**src/rtl/pipe_seq_pkg.sv**
```systemverilog
// Shared types and helpers for the pipelined-datapath step sequencer.
package pipe_seq_pkg;

    typedef enum logic [1:0] {
        IDLE  = 2'd0,
        RUN   = 2'd1,
        STALL = 2'd2
    } state_t;

    // Width of the binary step index; a single-step sequencer still needs one bit.
    function automatic int unsigned step_width(input int unsigned steps);
        return (steps > 1) ? $clog2(steps) : 1;
    endfunction

endpackage

```
**src/rtl/seq_step_counter.sv**
```systemverilog
// Modulo-STEPS step counter with synchronous clear, advance enable and last-step flag.
module seq_step_counter
    import pipe_seq_pkg::*;
#(
    parameter int unsigned STEPS = 3,
    parameter int unsigned W     = step_width(STEPS)
) (
    input  logic         clk,
    input  logic         reset,
    input  logic         clr,
    input  logic         en,
    output logic [W-1:0] count,
    output logic         last
);

    localparam logic [W-1:0] LAST_IDX = W'(STEPS - 1);

    always_ff @(posedge clk or negedge reset) begin
        if (!reset) begin
            count <= '0;
        end else if (clr) begin
            count <= '0;
        end else if (en) begin
            count <= last ? '0 : count + W'(1);
        end
    end

    assign last = (count == LAST_IDX);

endmodule

```
**src/rtl/pipe_seq_controller.sv**
```systemverilog
// Step sequencer for multi-cycle datapaths: walks STEPS steps per GO with stall,
// abort, back-to-back continuous mode, DONE pulse and completed-operation counter.
module pipe_seq_controller
    import pipe_seq_pkg::*;
#(
    parameter int unsigned STEPS = 3,
    parameter int unsigned CNT_W = 8
) (
    input  logic                           clk,
    input  logic                           reset,
    input  logic                           GO,
    input  logic                           CONT,
    input  logic                           HOLD,
    input  logic                           ABORT,
    output logic                           EN,
    output logic [STEPS-1:0]               STEP_OH,
    output logic [step_width(STEPS)-1:0]   STEP,
    output logic                           BUSY,
    output logic                           DONE,
    output logic [CNT_W-1:0]               OPS
);

    localparam int unsigned SW = step_width(STEPS);

    state_t           state_q;
    logic [SW-1:0]    step_q;
    logic             last_step;
    logic             step_clr;
    logic             step_adv;
    logic             done_q;
    logic [CNT_W-1:0] ops_q;

    seq_step_counter #(
        .STEPS (STEPS),
        .W     (SW)
    ) u_step (
        .clk   (clk),
        .reset (reset),
        .clr   (step_clr),
        .en    (step_adv),
        .count (step_q),
        .last  (last_step)
    );

    // Counter wraps to 0 at the last step, which serves both the return to IDLE
    // and the zero-gap restart in continuous mode.
    always_comb begin
        step_clr = 1'b0;
        step_adv = 1'b0;
        case (state_q)
            IDLE:    step_clr = 1'b1;
            RUN: begin
                if (ABORT)      step_clr = 1'b1;
                else if (!HOLD) step_adv = 1'b1;
            end
            STALL:   step_clr = ABORT;
            default: step_clr = 1'b1;
        endcase
    end

    always_ff @(posedge clk or negedge reset) begin
        if (!reset) begin
            state_q <= IDLE;
            done_q  <= 1'b0;
            ops_q   <= '0;
        end else begin
            done_q <= 1'b0;
            case (state_q)
                IDLE: begin
                    if (GO) state_q <= RUN;
                end
                RUN: begin
                    if (ABORT) begin
                        state_q <= IDLE;
                    end else if (HOLD) begin
                        state_q <= STALL;
                    end else if (last_step) begin
                        done_q  <= 1'b1;
                        ops_q   <= ops_q + CNT_W'(1);
                        state_q <= (CONT && GO) ? RUN : IDLE;
                    end
                end
                STALL: begin
                    if (ABORT)      state_q <= IDLE;
                    else if (!HOLD) state_q <= RUN;
                end
                default: state_q <= IDLE;
            endcase
        end
    end

    always_comb begin
        EN   = (state_q == RUN);
        BUSY = (state_q == RUN) || (state_q == STALL);
        for (int unsigned i = 0; i < STEPS; i++) begin
            STEP_OH[i] = (state_q == RUN) && (step_q == SW'(i));
        end
    end

    assign STEP = step_q;
    assign DONE = done_q;
    assign OPS  = ops_q;

endmodule
```
**config.mk**
```make
export PLATFORM = sky130hd
export DESIGN_NAME = pipe_seq_controller
export DESIGN_NICKNAME = d
export VERILOG_FILES = /design/src/rtl/pipe_seq_pkg.sv /design/src/rtl/seq_step_counter.sv /design/src/rtl/pipe_seq_controller.sv
export SDC_FILE = /design/constraint.sdc
export NUM_CORES = 1
export LEC_CHECK = 0
export ABC_CLOCK_PERIOD_IN_PS = 1700
export CORE_AREA = 2 2 39 41
export CTS_BUF_LIST = sky130_fd_sc_hd__clkbuf_4 sky130_fd_sc_hd__clkbuf_8
export DETAILED_ROUTE_END_ITERATION = 10
export DIE_AREA = 0 0 41 43
export DONT_BUFFER_PORTS = 1
export PLACE_DENSITY = 0.81
export REMOVE_ABC_BUFFERS = 1
export SYNTH_ARGS = -nofsm -noshare
export SYNTH_HDL_FRONTEND = slang
export SYNTH_SLANG_ARGS = --single-unit
```
**constraint.sdc**
```tcl
create_clock -name clk -period 1.7 [get_ports clk]
set_input_delay 0.085 -clock clk [delete_from_list [all_inputs] [get_ports clk]]
set_output_delay 0.085 -clock clk [all_outputs]
set_load 0.02 [all_outputs]
```
# Yosys cells after proc, flatten, opt, wreduce, memory -nomap -nowiden
# Index checks and enable logic that the tools add are counted.
# classes
reduce_logical	10
n_eq_ne	7
bitwise	2
muxes	20
n_addsub	2
# ops
cell	count
$mux W2	9
$mux W1	9
$add A8 B1 Y8 const B	1
$pmux W2 S3	1
$eq A2 B1 Y1 const B	2
$eq A2 B2 Y1 const B	2
$logic_and A1 B1 Y1	4
$logic_not A2 Y1	2
$ne A4 B1 Y1 const B	1
$reduce_and A4 Y1	1
$ne A3 B3 Y1 const B	1
$reduce_and A3 Y1	1
$add A2 B1 Y2 const B	1
$ne A2 B2 Y1 const B	1
$not A1 Y1	2
$pmux W1 S2	1
$reduce_bool A2 Y1	1
$logic_or A1 B1 Y1	1
# totals
regBits	13
inputBits	6

# Depth between registers and ports, before layout
# Gate-level depths: netlist of run 1.
# depth
depth_word	6
mapped_depth	7
depth_no_buf	7

# Modules after synthesis
# From an unflattened synthesis of run 1, not the netlist that was laid out.
# unflattened
cells_unflattened	66
area_unflattened_um2	732.0
# modules_own_cells
module	area_per_inst_um2	instances	seq_area_each_um2	cells_each
pipe_seq_controller	636.9	1	275.3	57
seq_step_counter	95.1	1	50.0	9

# Least setup slack after synthesis of run 1
# No wires, ideal clock.
# synth_path
path_type	reg-to-reg
from	reg state_q[1]
to	reg state_q[0]
path_stages_with_launch	6
t_arrival_ns	1.634
setup_slack_ns	-0.059
t_required_ns	1.575
n_path_buf	0
setup_time_ns	0.125
path_cell_list	dfrtp_1 -> inv_1 -> ha_1 -> nor3b_4 -> a221o_1 -> mux2_4
# synth_via
elab_chain_cells	3
# synth_lines
item	line_no	source
from (decl)	pipe_seq_controller.sv:25	state_t state_q;
from (signal assigned)	pipe_seq_controller.sv:80	state_q <= (CONT && GO) ? RUN : IDLE;
$eq A2 B1 Y1 (*)	--	
named net EN	pipe_seq_controller.sv:15	output logic EN,
$ne A4 B1 Y1 (no source line)	--	
$reduce_and A3 Y1 (no source line)	--	
# Mark *: on every way through the listed nets, which the timed path passes. The rest lies on a longest branch.
# A chain may end at the register's enable or synchronous reset.

# Worst setup path in the final report of run 1
# layout_path
from	reg state_q[1]
to	reg state_q[0]
# layout_via
elab_chain_cells	3
# layout_lines
item	line_no	source
$eq A2 B1 Y1, or another cell as far along	pipe_seq_controller.sv:68	case (state_q)
$ne A4 B1 Y1 (no source line), or another cell as far along	--	
$reduce_and A3 Y1 (no source line)	--	
# Several ways; a longest one is shown, not always the timed one.

==> results of run 1 <==
## layout by cell type (no fill, tap or decap)
| master | synthesis | layout |
|---|---|---|
| nand4_1 | 1 | 1 |
| ha_1 | 5 | 5 |
| inv_2 | 1 | 1 |
| and3b_2 | 1 | 1 |
| nand2_1 | 7 | 7 |
| dfrtp_1 | 13 | 13 |
| nand3_1 | 2 | 2 |
| mux2_4 | 1 | 1 |
| a221o_1 | 1 | 1 |
| nor3b_4 | 1 | 1 |
| nor2b_1 | 3 | 3 |
| or3_1 | 1 | 1 |
| nand2b_1 | 3 | 3 |
| nand3b_1 | 1 | 1 |
| xnor2_1 | 3 | 3 |
| a21oi_1 | 2 | 2 |
| inv_1 | 2 | 2 |
| nand4_2 | 1 | 1 |
| clkbuf_4 | 0 | 4 |
| nor3b_1 | 2 | 2 |
| and2_1 | 1 | 1 |
| o21ai_0 | 1 | 1 |
| nor2_1 | 5 | 5 |
| buf_4 | 0 | 5 |
| dlygate4sd3_1 | 0 | 3 |
| o21ai_1 | 1 | 1 |
| nand4b_1 | 1 | 1 |
| nand2_2 | 1 | 1 |
| xor2_1 | 4 | 4 |
| nor3_2 | 1 | 1 |
## metal layers
metal | wire length, um | vias up | GRT usage (%)
met4 | 0 | 0 | 8.00
met5 | 0 | - | 0
met1 | 485 | 238 | 18.7
li1 | - | 247 | -
met3 | 117 | 0 | 9.95
met2 | 659 | 21 | 28.1
## through the flow
stage	setup TNS [ps]	power (mW)	instance area, um2
after floorplan	-58.9	0.673	706
after global placement	0	0.749	756
after detailed placement	0	0.765	756
after CTS	0	0.978	816
after global routing	0	1.05	823
final	0	0.982	823
## what timing repair did
| item | in CTS | in global routing |
|---|---|---|
| endpoints found under the setup margin | 0 | 1 |
| hold buffers | 3 | 0 |
| hold endpoints to repair | 14 | 0 |
| gates resized for setup | 0 | 0 |
| buffers inserted | 0 | 1 |
## flip-flops by register name (all words and copies together), names as in the netlist
signal and cells:
state_q 2, OPS 8, DONE 1, u_step.count 2
## kinds of logic after synthesis
logic type / synth area share [%]
DFF: 46.1
adders and majority gates: 8.87
buffers and inverters: 1.60
xor gates and xnor gates: 8.69
muxes: 2.13
and+or+nand+nor: 28.4
AOI/OAI and AO/OA: 4.25
## cell type report
cell class	instances	share of cell area (%)
well taps	16	2.43
inverters	3	1.37
multi-input cells	50	44.8
repair buffers	8	8.21
clock buffers	4	3.65
flip-flops and latches	13	39.5
## report_power, final
| group | internal (mW) | switching [mW] |
|---|---|---|
| Sequential | 0.338 | 0.0365 |
| Clock | 0.107 | 0.0962 |
| Combinational | 0.187 | 0.217 |
## worst max path at each step
stage | from | endpoint | slack, ps | cells past startpoint
floorplan | state_q[1]$_DFFE_PN0P_ | state_q[0]$_DFFE_PN0P_ | -60 | 5
global placement | state_q[1]$_DFFE_PN0P_ | state_q[0]$_DFFE_PN0P_ | 110 | 5
detailed placement | state_q[1]$_DFFE_PN0P_ | state_q[0]$_DFFE_PN0P_ | 50 | 5
CTS | state_q[1]$_DFFE_PN0P_ | state_q[0]$_DFFE_PN0P_ | 50 | 5
global route | state_q[1]$_DFFE_PN0P_ | state_q[0]$_DFFE_PN0P_ | 3 | 5
finish | state_q[1]$_DFFE_PN0P_ | state_q[0]$_DFFE_PN0P_ | 80 | 5
==> impl_table.tex, run 1 <==
\begin{tabular}{lr}
\hline
Metric & Value \\
\hline
\multicolumn{2}{l}{\textbf{Setup path}} \\
Worst Path Class, Setup & flip-flop to flip-flop \\
Startpoint of the lowest-slack register-to-register path & state\_q[1]\$\_DFFE\_PN0P\_ \\
Longest individual stage delay on the worst path & 400 ps \\
Endpoint arrival time on the critical path & 1790 ps \\
CP endpoint kind & flip-flop \\
Critical path's top delay family & flip-flops \\
Buffering stage count on the worst path with inverters included & 1 \\
Slowest cell on the critical path & dfrtp\_1 \\
Required time worst endpoint & 1860 ps \\
Crit-path max FO & 4 \\
R2R Path End & state\_q[0]\$\_DFFE\_PN0P\_ \\
Number of cells on the worst reg-to-reg path & 5 \\
Cell breakdown of the critical path & inv\_1, ha\_1, nor3b\_4, a221o\_1, mux2\_4 \\
Kind of start point of the critical path & flip-flop \\
Slack of the worst reg-to-reg path & 80 ps \\
\multicolumn{2}{l}{\textbf{Die}} \\
Area of the placeable core & 1380 um2 \\
Total I/O pin count & 22 \\
Starting Density & 51.0\% \\
DIE AREA & 1760 um2 \\
Horizontal die dimension & 41 um \\
Number of placement rows & 14 \\
Vert. Die Dim & 43 um \\
\multicolumn{2}{l}{\textbf{Cells and area}} \\
Synth-to-layout area growth & 16.7\% \\
Nets & 90 \\
Register cell area after layout & 325 um2 \\
Number of antenna cells inserted & 0 \\
Finished Layout Cells & 94 \\
Fraction of final layout cells with drive strength greater than 1 & 20.5\% \\
Final core occ & 59.5\% \\
Count of fill cells added during filler insertion & 119 \\
Multi-input combinational cell area & 369 um2 \\
\multicolumn{2}{l}{\textbf{Routing}} \\
Routed wire length & 1.26 mm \\
First-pass iteration count of the detailed router & 4 \\
Routed via count divided by cell count & 5.38 \\
Detail Route Antenna Nets & 0 \\
Drt drc & 0 \\
Iter 0 DRT Violations & 8 \\
Average wire per standard cell & 13.4 um \\
Total number of vias & 506 \\
\multicolumn{2}{l}{\textbf{Clock tree}} \\
Clock-pin transition on the worst setup and hold timing paths & 80 ps \\
Number of CTS-inserted buffers & 3 \\
Clock tree from TritonCTS & yes \\
Clock tree root buffer cell & clkbuf\_4 \\
Deepest clock path buffer count & 2 \\
H-tree levels & 1 \\
Clock network latency to the later pin of the worst-skew pair & 270 ps \\
Number of clock sinks & 13 \\
\multicolumn{2}{l}{\textbf{GRT}} \\
Leftover overflow at the end of global routing & 0 \\
Global-route wire length before repair & 2.10 mm \\
Initial antenna violation count & 0 \\
Number of global-route vias before repair & 517 \\
Aggregate global-route resource usage & 18.0\% \\
Maximum number of pins on one net before global-route repair & 14 \\
\multicolumn{2}{l}{\textbf{Synth}} \\
Top-area cell type share of the netlist area & 46.1\% \\
Mapped cell area & 706 um2 \\
EDFF count, synth & 0 \\
Main area contributors after synthesis & dfrtp\_1 46\%, ha\_1 8.9\%, xor2\_1 5.0\%, nand2\_1 3.7\%, xnor2\_1 3.7\% \\
Yosys reg bits & 13 \\
Leading area contributor after synthesis & dfrtp\_1 \\
Top FF cell, synth & dfrtp\_1 \\
Top-count cell post-synth & dfrtp\_1 \\
Number of warnings reported in the yosys synthesis log & 0 \\
Post-synthesis instance total & 66 \\
Average size of a mapped cell & 10.7 um2 \\
Part of the Yosys area used for sequential elements & 46.1\% \\
Commonest cells in the netlist & 13 x dfrtp\_1, 7 x nand2\_1, 5 x ha\_1, 5 x nor2\_1, 4 x xor2\_1 \\
Share of synthesized flip-flops with an asynchronous set or reset & 100\% \\
Count of cell types in the netlist & 27 \\
\multicolumn{2}{l}{\textbf{Worst hold path}} \\
Classification of the worst-slack hold path & input pin to flip-flop \\
Critical hold path startpoint & ABORT \\
Worst hold stages & 2 \\
Hold endpoint & u\_step.count[0]\$\_DFFE\_PN0P\_ \\
\multicolumn{2}{l}{\textbf{Timing}} \\
Number of slew-limit violations in the final report & 0 \\
Minimum setup slack in the final design & 78.6 ps \\
Period utilization & 95.4\% \\
Slew at the pin with the worst max-slew slack & 559 ps \\
Worst hold slack & 18.8 ps \\
Worst clock skew & 8.41 ps \\
Fmax achieved & 617 MHz \\
Final number of hold-violating endpoints & 0 \\
Period minus WS final & 1620 ps \\
RSZ-0062 raised after global routing & false \\
Setup Viol. Count Final & 0 \\
Slew Limit Headroom & 62.6\% \\
\multicolumn{2}{l}{\textbf{Placed design}} \\
DPL Wire Length & 963 um \\
Cells after DPL & 86 \\
Gpl congestion & 0.753 \\
Port bufs & 0 \\
Setup slack after placement & 54.9 ps \\
\multicolumn{2}{l}{\textbf{Power and ir drop}} \\
Power density over the cells & 1190 nW/um2 \\
Peak supply drop & 0.621 mV \\
Cell leakage power & 0.414 nW \\
\multicolumn{2}{l}{\textbf{Flow run}} \\
Number of max-capacitance violations reported & 0 \\
\multicolumn{2}{l}{\textbf{Run status}} \\
Outcome & finished, final reports clean \\
\hline
\end{tabular}
Power figures use the tool's default switching activity.
==> run 2: changes to the inputs <==
--- a/config.mk
+++ b/config.mk
@@ -13,6 +13,7 @@
 export DONT_BUFFER_PORTS = 1
 export PLACE_DENSITY = 0.81
 export REMOVE_ABC_BUFFERS = 1
+export SETUP_SLACK_MARGIN = 0.4
 export SYNTH_ARGS = -nofsm -noshare
 export SYNTH_HDL_FRONTEND = slang
 export SYNTH_SLANG_ARGS = --single-unit
==> run 2 against run 1 <==
  * Maximum frequency rose by 2.7%
  * Die area did not move
  * Combinational power rose by 30%
  * Largest power group unchanged
  * Cell area rose by 17%
  * Critical endpoint unchanged
  * First-iteration DRC count fell by 38%
  * Power rose by 13%
  * Clock skew fell by 4.0 ps
  * Via count rose by 5.9%
  * Non-clock buffer count rose by 8
  * Cell count rose by 8.5%
==> impl_table.tex, run 2 (same netlist as run 1, synthesis figures left out) <==
\begin{tabular}{lr}
\hline
Metric & Value \\
\hline
\multicolumn{2}{l}{\textbf{Run status}} \\
Outcome & finished, final reports clean \\
\multicolumn{2}{l}{\textbf{Timing}} \\
Slew at the pin with the worst max-slew slack & 564 ps (+5.08 ps) \\
Period minus WS final & 1580 ps (-43.0 ps) \\
Slew Limit Headroom & 62.3\% (-0.34 points) \\
Minimum setup slack in the final design & 122 ps (+43.0 ps) \\
Period utilization & 92.9\% (-2.5 points) \\
Number of slew-limit violations in the final report & 0 (unchanged) \\
Final number of hold-violating endpoints & 0 (unchanged) \\
Fmax achieved & 634 MHz (+2.7\%) \\
Worst clock skew & 4.42 ps (-3.99 ps) \\
RSZ-0062 raised after global routing & true \\
Setup Viol. Count Final & 0 (unchanged) \\
\multicolumn{2}{l}{\textbf{Routing}} \\
First-pass iteration count of the detailed router & 2 (-2) \\
Drt drc & 0 (unchanged) \\
Routed wire length & 1.49 mm (+18\%) \\
Detail Route Antenna Nets & 0 (unchanged) \\
Routed via count divided by cell count & 5.25 (-2.4\%) \\
Total number of vias & 536 (+5.9\%) \\
Iter 0 DRT Violations & 5 (-3) \\
Average wire per standard cell & 14.6 um (+8.8\%) \\
\multicolumn{2}{l}{\textbf{Power and ir drop}} \\
Cell leakage power & 0.467 nW (+13\%) \\
Peak supply drop & 0.915 mV (+47\%) \\
Power density over the cells & 1150 nW/um2 (-3.3\%) \\
\multicolumn{2}{l}{\textbf{Setup path}} \\
Number of cells on the worst reg-to-reg path & 5 (unchanged) \\
CP endpoint kind & flip-flop \\
Slack of the worst reg-to-reg path & 120 ps (+40 ps) \\
Crit-path max FO & 3 (-1) \\
Worst Path Class, Setup & flip-flop to flip-flop \\
Kind of start point of the critical path & flip-flop \\
Startpoint of the lowest-slack register-to-register path & state\_q[0]\$\_DFFE\_PN0P\_ \\
R2R Path End & state\_q[0]\$\_DFFE\_PN0P\_ \\
Last element of the critical path & state\_q[0]\$\_DFFE\_PN0P\_ \\
Timing startpoint of the critical path & state\_q[0]\$\_DFFE\_PN0P\_ \\
Required time worst endpoint & 1860 ps (about the same) \\
Endpoint arrival time on the critical path & 1740 ps (-50 ps) \\
\multicolumn{2}{l}{\textbf{GRT}} \\
Global-route wire length before repair & 2.38 mm (+13\%) \\
Aggregate global-route resource usage & 20.3\% (+2.3 points) \\
Number of global-route vias before repair & 591 (+14\%) \\
Leftover overflow at the end of global routing & 0 (unchanged) \\
Initial antenna violation count & 0 (unchanged) \\
Maximum number of pins on one net before global-route repair & 14 (unchanged) \\
\multicolumn{2}{l}{\textbf{Die}} \\
Horizontal die dimension & 41 um (unchanged) \\
Total I/O pin count & 22 (unchanged) \\
Starting Density & 51.0\% (unchanged) \\
DIE AREA & 1760 um2 (unchanged) \\
Number of placement rows & 14 (unchanged) \\
Vert. Die Dim & 43 um (unchanged) \\
Area of the placeable core & 1380 um2 (unchanged) \\
\multicolumn{2}{l}{\textbf{Cells and area}} \\
Nets & 98 (+8.9\%) \\
Count of fill cells added during filler insertion & 105 (-12\%) \\
Finished Layout Cells & 102 (+8.5\%) \\
Most frequent cells in the layout & 13 x dfrtp\_1, 9 x buf\_4, 6 x nand2\_1 \\
Synth-to-layout area growth & 36.3\% \\
Fraction of final layout cells with drive strength greater than 1 & 44.2\% (+24 points) \\
Number of flip-flops in the largest register & 8 (unchanged) \\
Final core occ & 69.5\% (+10 points) \\
Most common cell after layout, fill and taps aside & dfrtp\_1 \\
Number of antenna cells inserted & 0 (unchanged) \\
\multicolumn{2}{l}{\textbf{Clock tree}} \\
Clock-pin transition on the worst setup and hold timing paths & 80 ps (about the same) \\
Deepest clock path buffer count & 2 (unchanged) \\
H-tree levels & 1 (unchanged) \\
Number of CTS-inserted buffers & 3 (unchanged) \\
Clock network latency to the later pin of the worst-skew pair & 270 ps (about the same) \\
Number of clock sinks & 13 (unchanged) \\
Clock tree root buffer cell & clkbuf\_4 \\
Clock tree from TritonCTS & yes \\
\multicolumn{2}{l}{\textbf{Worst hold path}} \\
Classification of the worst-slack hold path & input pin to flip-flop \\
Worst hold stages & 2 (unchanged) \\
Critical hold path startpoint & ABORT \\
\multicolumn{2}{l}{\textbf{Placed design}} \\
DPL Wire Length & 963 um (unchanged) \\
Port bufs & 0 (unchanged) \\
Setup slack after placement & 54.9 ps (unchanged) \\
Gpl congestion & 0.753 (unchanged) \\
Cells after DPL & 86 (unchanged) \\
\multicolumn{2}{l}{\textbf{Flow run}} \\
Number of max-capacitance violations reported & 0 (unchanged) \\
\hline
\end{tabular}
==> run 2: cell types whose count changed in the layout (fill, tap and decap cells not counted), sizes merged <==
cell,previous run,this run
buf,5,13
==> run 2: layout make-up <==
cell class / instances / area [um2] / area share (%)
Clock buffer: 4 / 30.0 / 3.12
Inverter: 3 / 11.3 / 1.17
Multi-Input combinational cell: 50 / 433 / 45.0
Sequential cell: 13 / 325 / 33.8
Tap cell: 16 / 20.0 / 2.08
Timing Repair Buffer: 16 / 143 / 14.8
==> run 2: worst max-delay path, cell delays in order (launching register included) <==
cell and delay (ps):
dfrtp_1 460, inv_2 90, ha_2 190, nor2b_1 120, a221o_1 300, mux2_4 310
==> run 2: power by group <==
part	internal [mW]	switching [mW]	total [mW]	leakage, nW
sequential	0.338	0.0456	0.384	0.179
clock	0.107	0.0927	0.199	0.0184
combinational	0.260	0.266	0.526	0.270
==> run 2: per-layer routing <==
metal  wire length, um  track usage (%)  vias up  share of wire [%]
li1                  -                -      260                  -
met1               583             20.1      256                 39
met2               791             33.8       18                 53
met3               109             8.90        2                7.3
met4                 5             10.0        0               0.34
met5                 0                0        -                  0
==> run 2: timing repair <==
item                                    in CTS  in global routing
gates resized for setup                     20                  2
endpoints found under the setup margin      15                 16
pin swaps                                    8                  0
setup buffers                                6                  3
gates cloned                                 0                  0
hold endpoints to repair                    14                  0
hold buffers                                 3                  0
==> run 2: how the worst min path moves through the flow <==
stage                                   to  slack (ps)
3_3_place_gp            OPS[0]$_DFFE_PN0P_        -210
6_report       u_step.count[0]$_DFFE_PN0P_          30
3_5_place_dp            OPS[0]$_DFFE_PN0P_        -210
5_1_grt        u_step.count[0]$_DFFE_PN0P_          30
4_1_cts        u_step.count[0]$_DFFE_PN0P_           3
2_1_floorplan               DONE$_DFF_PN0_        -210
==> run 2: per-stage QoR <==
| step | TNS [ps] | total power [mW] | hold slack (ps) | area (um2) |
|---|---|---|---|---|
| floorplan | -58.9 | 0.673 | -211 | 706 |
| global placement | 0 | 0.749 | -210 | 756 |
| detailed placement | 0 | 0.765 | -210 | 756 |
| CTS | 0 | 1.10 | 3.37 | 932 |
| global route | 0 | 1.19 | 28.1 | 962 |
| finish | 0 | 1.11 | 28.9 | 962 |
==> run 3: changes to the inputs <==
--- a/config.mk
+++ b/config.mk
@@ -6,12 +6,13 @@
 export NUM_CORES = 1
 export LEC_CHECK = 0
 export ABC_CLOCK_PERIOD_IN_PS = 1700
-export CORE_AREA = 2 2 39 41
+export CELL_PAD_IN_SITES_DETAIL_PLACEMENT = 1
+export CELL_PAD_IN_SITES_GLOBAL_PLACEMENT = 2
+export CORE_UTILIZATION = 35
 export CTS_BUF_LIST = sky130_fd_sc_hd__clkbuf_4 sky130_fd_sc_hd__clkbuf_8
 export DETAILED_ROUTE_END_ITERATION = 10
-export DIE_AREA = 0 0 41 43
 export DONT_BUFFER_PORTS = 1
-export PLACE_DENSITY = 0.81
+export PLACE_DENSITY = 0.85
 export REMOVE_ABC_BUFFERS = 1
 export SETUP_SLACK_MARGIN = 0.4
 export SYNTH_ARGS = -nofsm -noshare
==> run 3 against run 2 <==
  * Cell count up 7.8%
  * Core utilization decreased by 16 points
  * Power about the same
  * Critical path type unchanged
  * Clock skew is 2.4 ps higher
  * Worst hold slack improved by 60 ps
  * Clock power is 2% lower
==> impl_table.tex, run 3 (same netlist as run 1, synthesis figures left out) <==
\begin{tabular}{lr}
\hline
Metric & Value \\
\hline
\multicolumn{2}{l}{\textbf{Routing}} \\
Drt drc & 0 (unchanged) \\
Routed wire length & 1.78 mm (+20\%) \\
First-pass iteration count of the detailed router & 2 (unchanged) \\
Average wire per standard cell & 16.2 um (+11\%) \\
Detail Route Antenna Nets & 0 (unchanged) \\
Iter 0 DRT Violations & 2 (-3) \\
Routed via count divided by cell count & 4.90 (-6.8\%) \\
Total number of vias & 539 (+0.56\%) \\
\multicolumn{2}{l}{\textbf{Clock tree}} \\
Clock-pin transition on the worst setup and hold timing paths & 90 ps (about the same) \\
Number of CTS-inserted buffers & 3 (unchanged) \\
Deepest clock path buffer count & 2 (unchanged) \\
Clock network latency to the later pin of the worst-skew pair & 280 ps (about the same) \\
Number of clock sinks & 13 (unchanged) \\
Clock tree from TritonCTS & yes \\
H-tree levels & 1 (unchanged) \\
Clock tree root buffer cell & clkbuf\_4 \\
\multicolumn{2}{l}{\textbf{GRT}} \\
Number of global-route vias before repair & 574 (-2.9\%) \\
Aggregate global-route resource usage & 19.3\% (-1.1 points) \\
Leftover overflow at the end of global routing & 0 (unchanged) \\
Maximum number of pins on one net before global-route repair & 14 (unchanged) \\
Global-route wire length before repair & 2.82 mm (+18\%) \\
Initial antenna violation count & 0 (unchanged) \\
\multicolumn{2}{l}{\textbf{Cells and area}} \\
Number of antenna cells inserted & 0 (unchanged) \\
Most frequent cells in the layout & 12 x dfrtp\_1, 10 x buf\_4, 5 x nand2\_1 \\
Nets & 97 (-1.0\%) \\
Number of flip-flops in the largest register & 8 (unchanged) \\
Synth-to-layout area growth & 37.6\% \\
Final design instance area without fill & 971 um2 (+0.91\%) \\
Fraction of final layout cells with drive strength greater than 1 & 48.2\% (+4.0 points) \\
Most common cell after layout, fill and taps aside & dfrtp\_1 \\
Final core occ & 53.9\% (-16 points) \\
\multicolumn{2}{l}{\textbf{Power and ir drop}} \\
Net switching fraction of the power & 38.1\% (+1.6 points) \\
Cell leakage power & 0.469 nW (+0.45\%) \\
Net switching power & 0.422 mW (+4.4\%) \\
Reg power frac & 35.0\% (+0.4 points) \\
Power share of the clock group & 17.5\% (-0.5 points) \\
Peak supply drop & 0.543 mV (-41\%) \\
Power density over the cells & 1140 nW/um2 (-0.86\%) \\
Overall power & 1.11 mW (about the same) \\
Internal Pwr Total & 0.687 mW (-2.5\%) \\
Combinational cell fraction of total power & 47.5\% (about the same) \\
\multicolumn{2}{l}{\textbf{Die}} \\
Number of placement rows & 15 (+1) \\
DIE AREA & 2200 um2 (+25\%) \\
Vert. Die Dim & 46.9 um (+9.1\%) \\
Total I/O pin count & 22 (unchanged) \\
Area of the placeable core & 1800 um2 (+30\%) \\
Horizontal die dimension & 46.9 um (+14\%) \\
Starting Density & 39.2\% (-12 points) \\
\multicolumn{2}{l}{\textbf{Worst hold path}} \\
Worst hold stages & 3 (+1) \\
Classification of the worst-slack hold path & input pin to flip-flop \\
\multicolumn{2}{l}{\textbf{Setup path}} \\
Number of cells on the worst reg-to-reg path & 5 (unchanged) \\
Timing startpoint of the critical path & state\_q[1]\$\_DFFE\_PN0P\_ \\
Startpoint of the lowest-slack register-to-register path & state\_q[1]\$\_DFFE\_PN0P\_ \\
Crit-path max FO & 4 (+1) \\
R2R Path End & state\_q[0]\$\_DFFE\_PN0P\_ \\
Worst Path Class, Setup & flip-flop to flip-flop \\
Required time worst endpoint & 1870 ps (about the same) \\
Slack of the worst reg-to-reg path & 100 ps (-20 ps) \\
Kind of start point of the critical path & flip-flop \\
Last element of the critical path & state\_q[0]\$\_DFFE\_PN0P\_ \\
Endpoint arrival time on the critical path & 1770 ps (+30 ps) \\
CP endpoint kind & flip-flop \\
\multicolumn{2}{l}{\textbf{Timing}} \\
Final number of hold-violating endpoints & 0 (unchanged) \\
Period utilization & 94.2\% (+1.3 points) \\
Period minus WS final & 1600 ps (+22.3 ps) \\
Number of slew-limit violations in the final report & 0 (unchanged) \\
RSZ-0062 raised after global routing & true \\
Setup Viol. Count Final & 0 (unchanged) \\
Slew at the pin with the worst max-slew slack & 602 ps (+38.3 ps) \\
Worst clock skew & 6.78 ps (+2.37 ps) \\
Worst hold slack & 89.2 ps (+60.4 ps) \\
Slew Limit Headroom & 59.7\% (-2.6 points) \\
Fmax achieved & 625 MHz (-1.4\%) \\
\multicolumn{2}{l}{\textbf{Placed design}} \\
Instance area after placement & 767 um2 (+1.5\%) \\
Port bufs & 0 (unchanged) \\
Gpl congestion & 0.687 (-8.8\%) \\
DPL Wire Length & 1.03 mm (+6.8\%) \\
\multicolumn{2}{l}{\textbf{Flow run}} \\
Number of max-capacitance violations reported & 0 (unchanged) \\
\multicolumn{2}{l}{\textbf{Run status}} \\
Outcome & finished, final reports clean \\
\hline
\end{tabular}
## run 3: worst max-delay path, cell delays in order, from the launching register on
cell and delay (ps):
dfrtp_1 390, inv_2 70, ha_4 160, nor3b_4 160
a221o_1 390, mux2_4 310
## run 3: cell type report
type / count / area [um2]
clock buffer: 3 / 22.5
clock inverter: 1 / 5.00
fill: 213 / 831
inverter: 3 / 11.3
multi-input combinational: 50 / 447
sequential: 13 / 327
tap: 25 / 31.3
timing repair buffer: 15 / 128
## run 3: power groups by stage
| stage | clock, mW | sequential, mW | combinational (mW) |
|---|---|---|---|
| floorplan | 0 | 0.384 | 0.289 |
| global placement | 0 | 0.384 | 0.377 |
| detailed placement | 0 | 0.386 | 0.382 |
| CTS | 0.201 | 0.385 | 0.496 |
| global route | 0.217 | 0.394 | 0.576 |
| finish | 0.195 | 0.388 | 0.527 |
## run 3: per-stage QoR
stage               setup WS [ps]  TNS (ps)  std cells
floorplan                   -58.9     -58.9         66
global placement              108         0         95
detailed placement           70.6         0         95
CTS                           158         0        110
global route                 58.5         0        110
finish                       99.3         0        110
## run 3: worst min-delay path by stage
| stage | start | end | slack (ps) |
|---|---|---|---|
| after floorplan | reset | DONE$_DFF_PN0_ | -210 |
| after global placement | reset | OPS[6]$_DFFE_PN0P_ | -210 |
| after detailed placement | reset | OPS[6]$_DFFE_PN0P_ | -210 |
| after CTS | ABORT | OPS[0]$_DFFE_PN0P_ | 100 |
| after global routing | HOLD | u_step.count[0]$_DFFE_PN0P_ | 110 |
| final | HOLD | u_step.count[0]$_DFFE_PN0P_ | 90 |
## run 3: metal layers
layer | up-vias | track usage (%) | share of wire (%)
met5 | - | 0 | 0
met4 | 0 | 3.43 | 0.39
met3 | 2 | 8.46 | 4.1
met2 | 10 | 31.7 | 51
li1 | 260 | - | -
met1 | 267 | 23.7 | 44
## run 3: what timing repair did
| action | in CTS | in global routing |
|---|---|---|
| setup buffers | 8 | 0 |
| pin swaps | 9 | 2 |
| resized for setup | 22 | 2 |
| hold buffers | 3 | 0 |
| hold endpoints to repair | 16 | 0 |
| gates cloned | 0 | 0 |
| setup endpoints to repair | 15 | 17 |
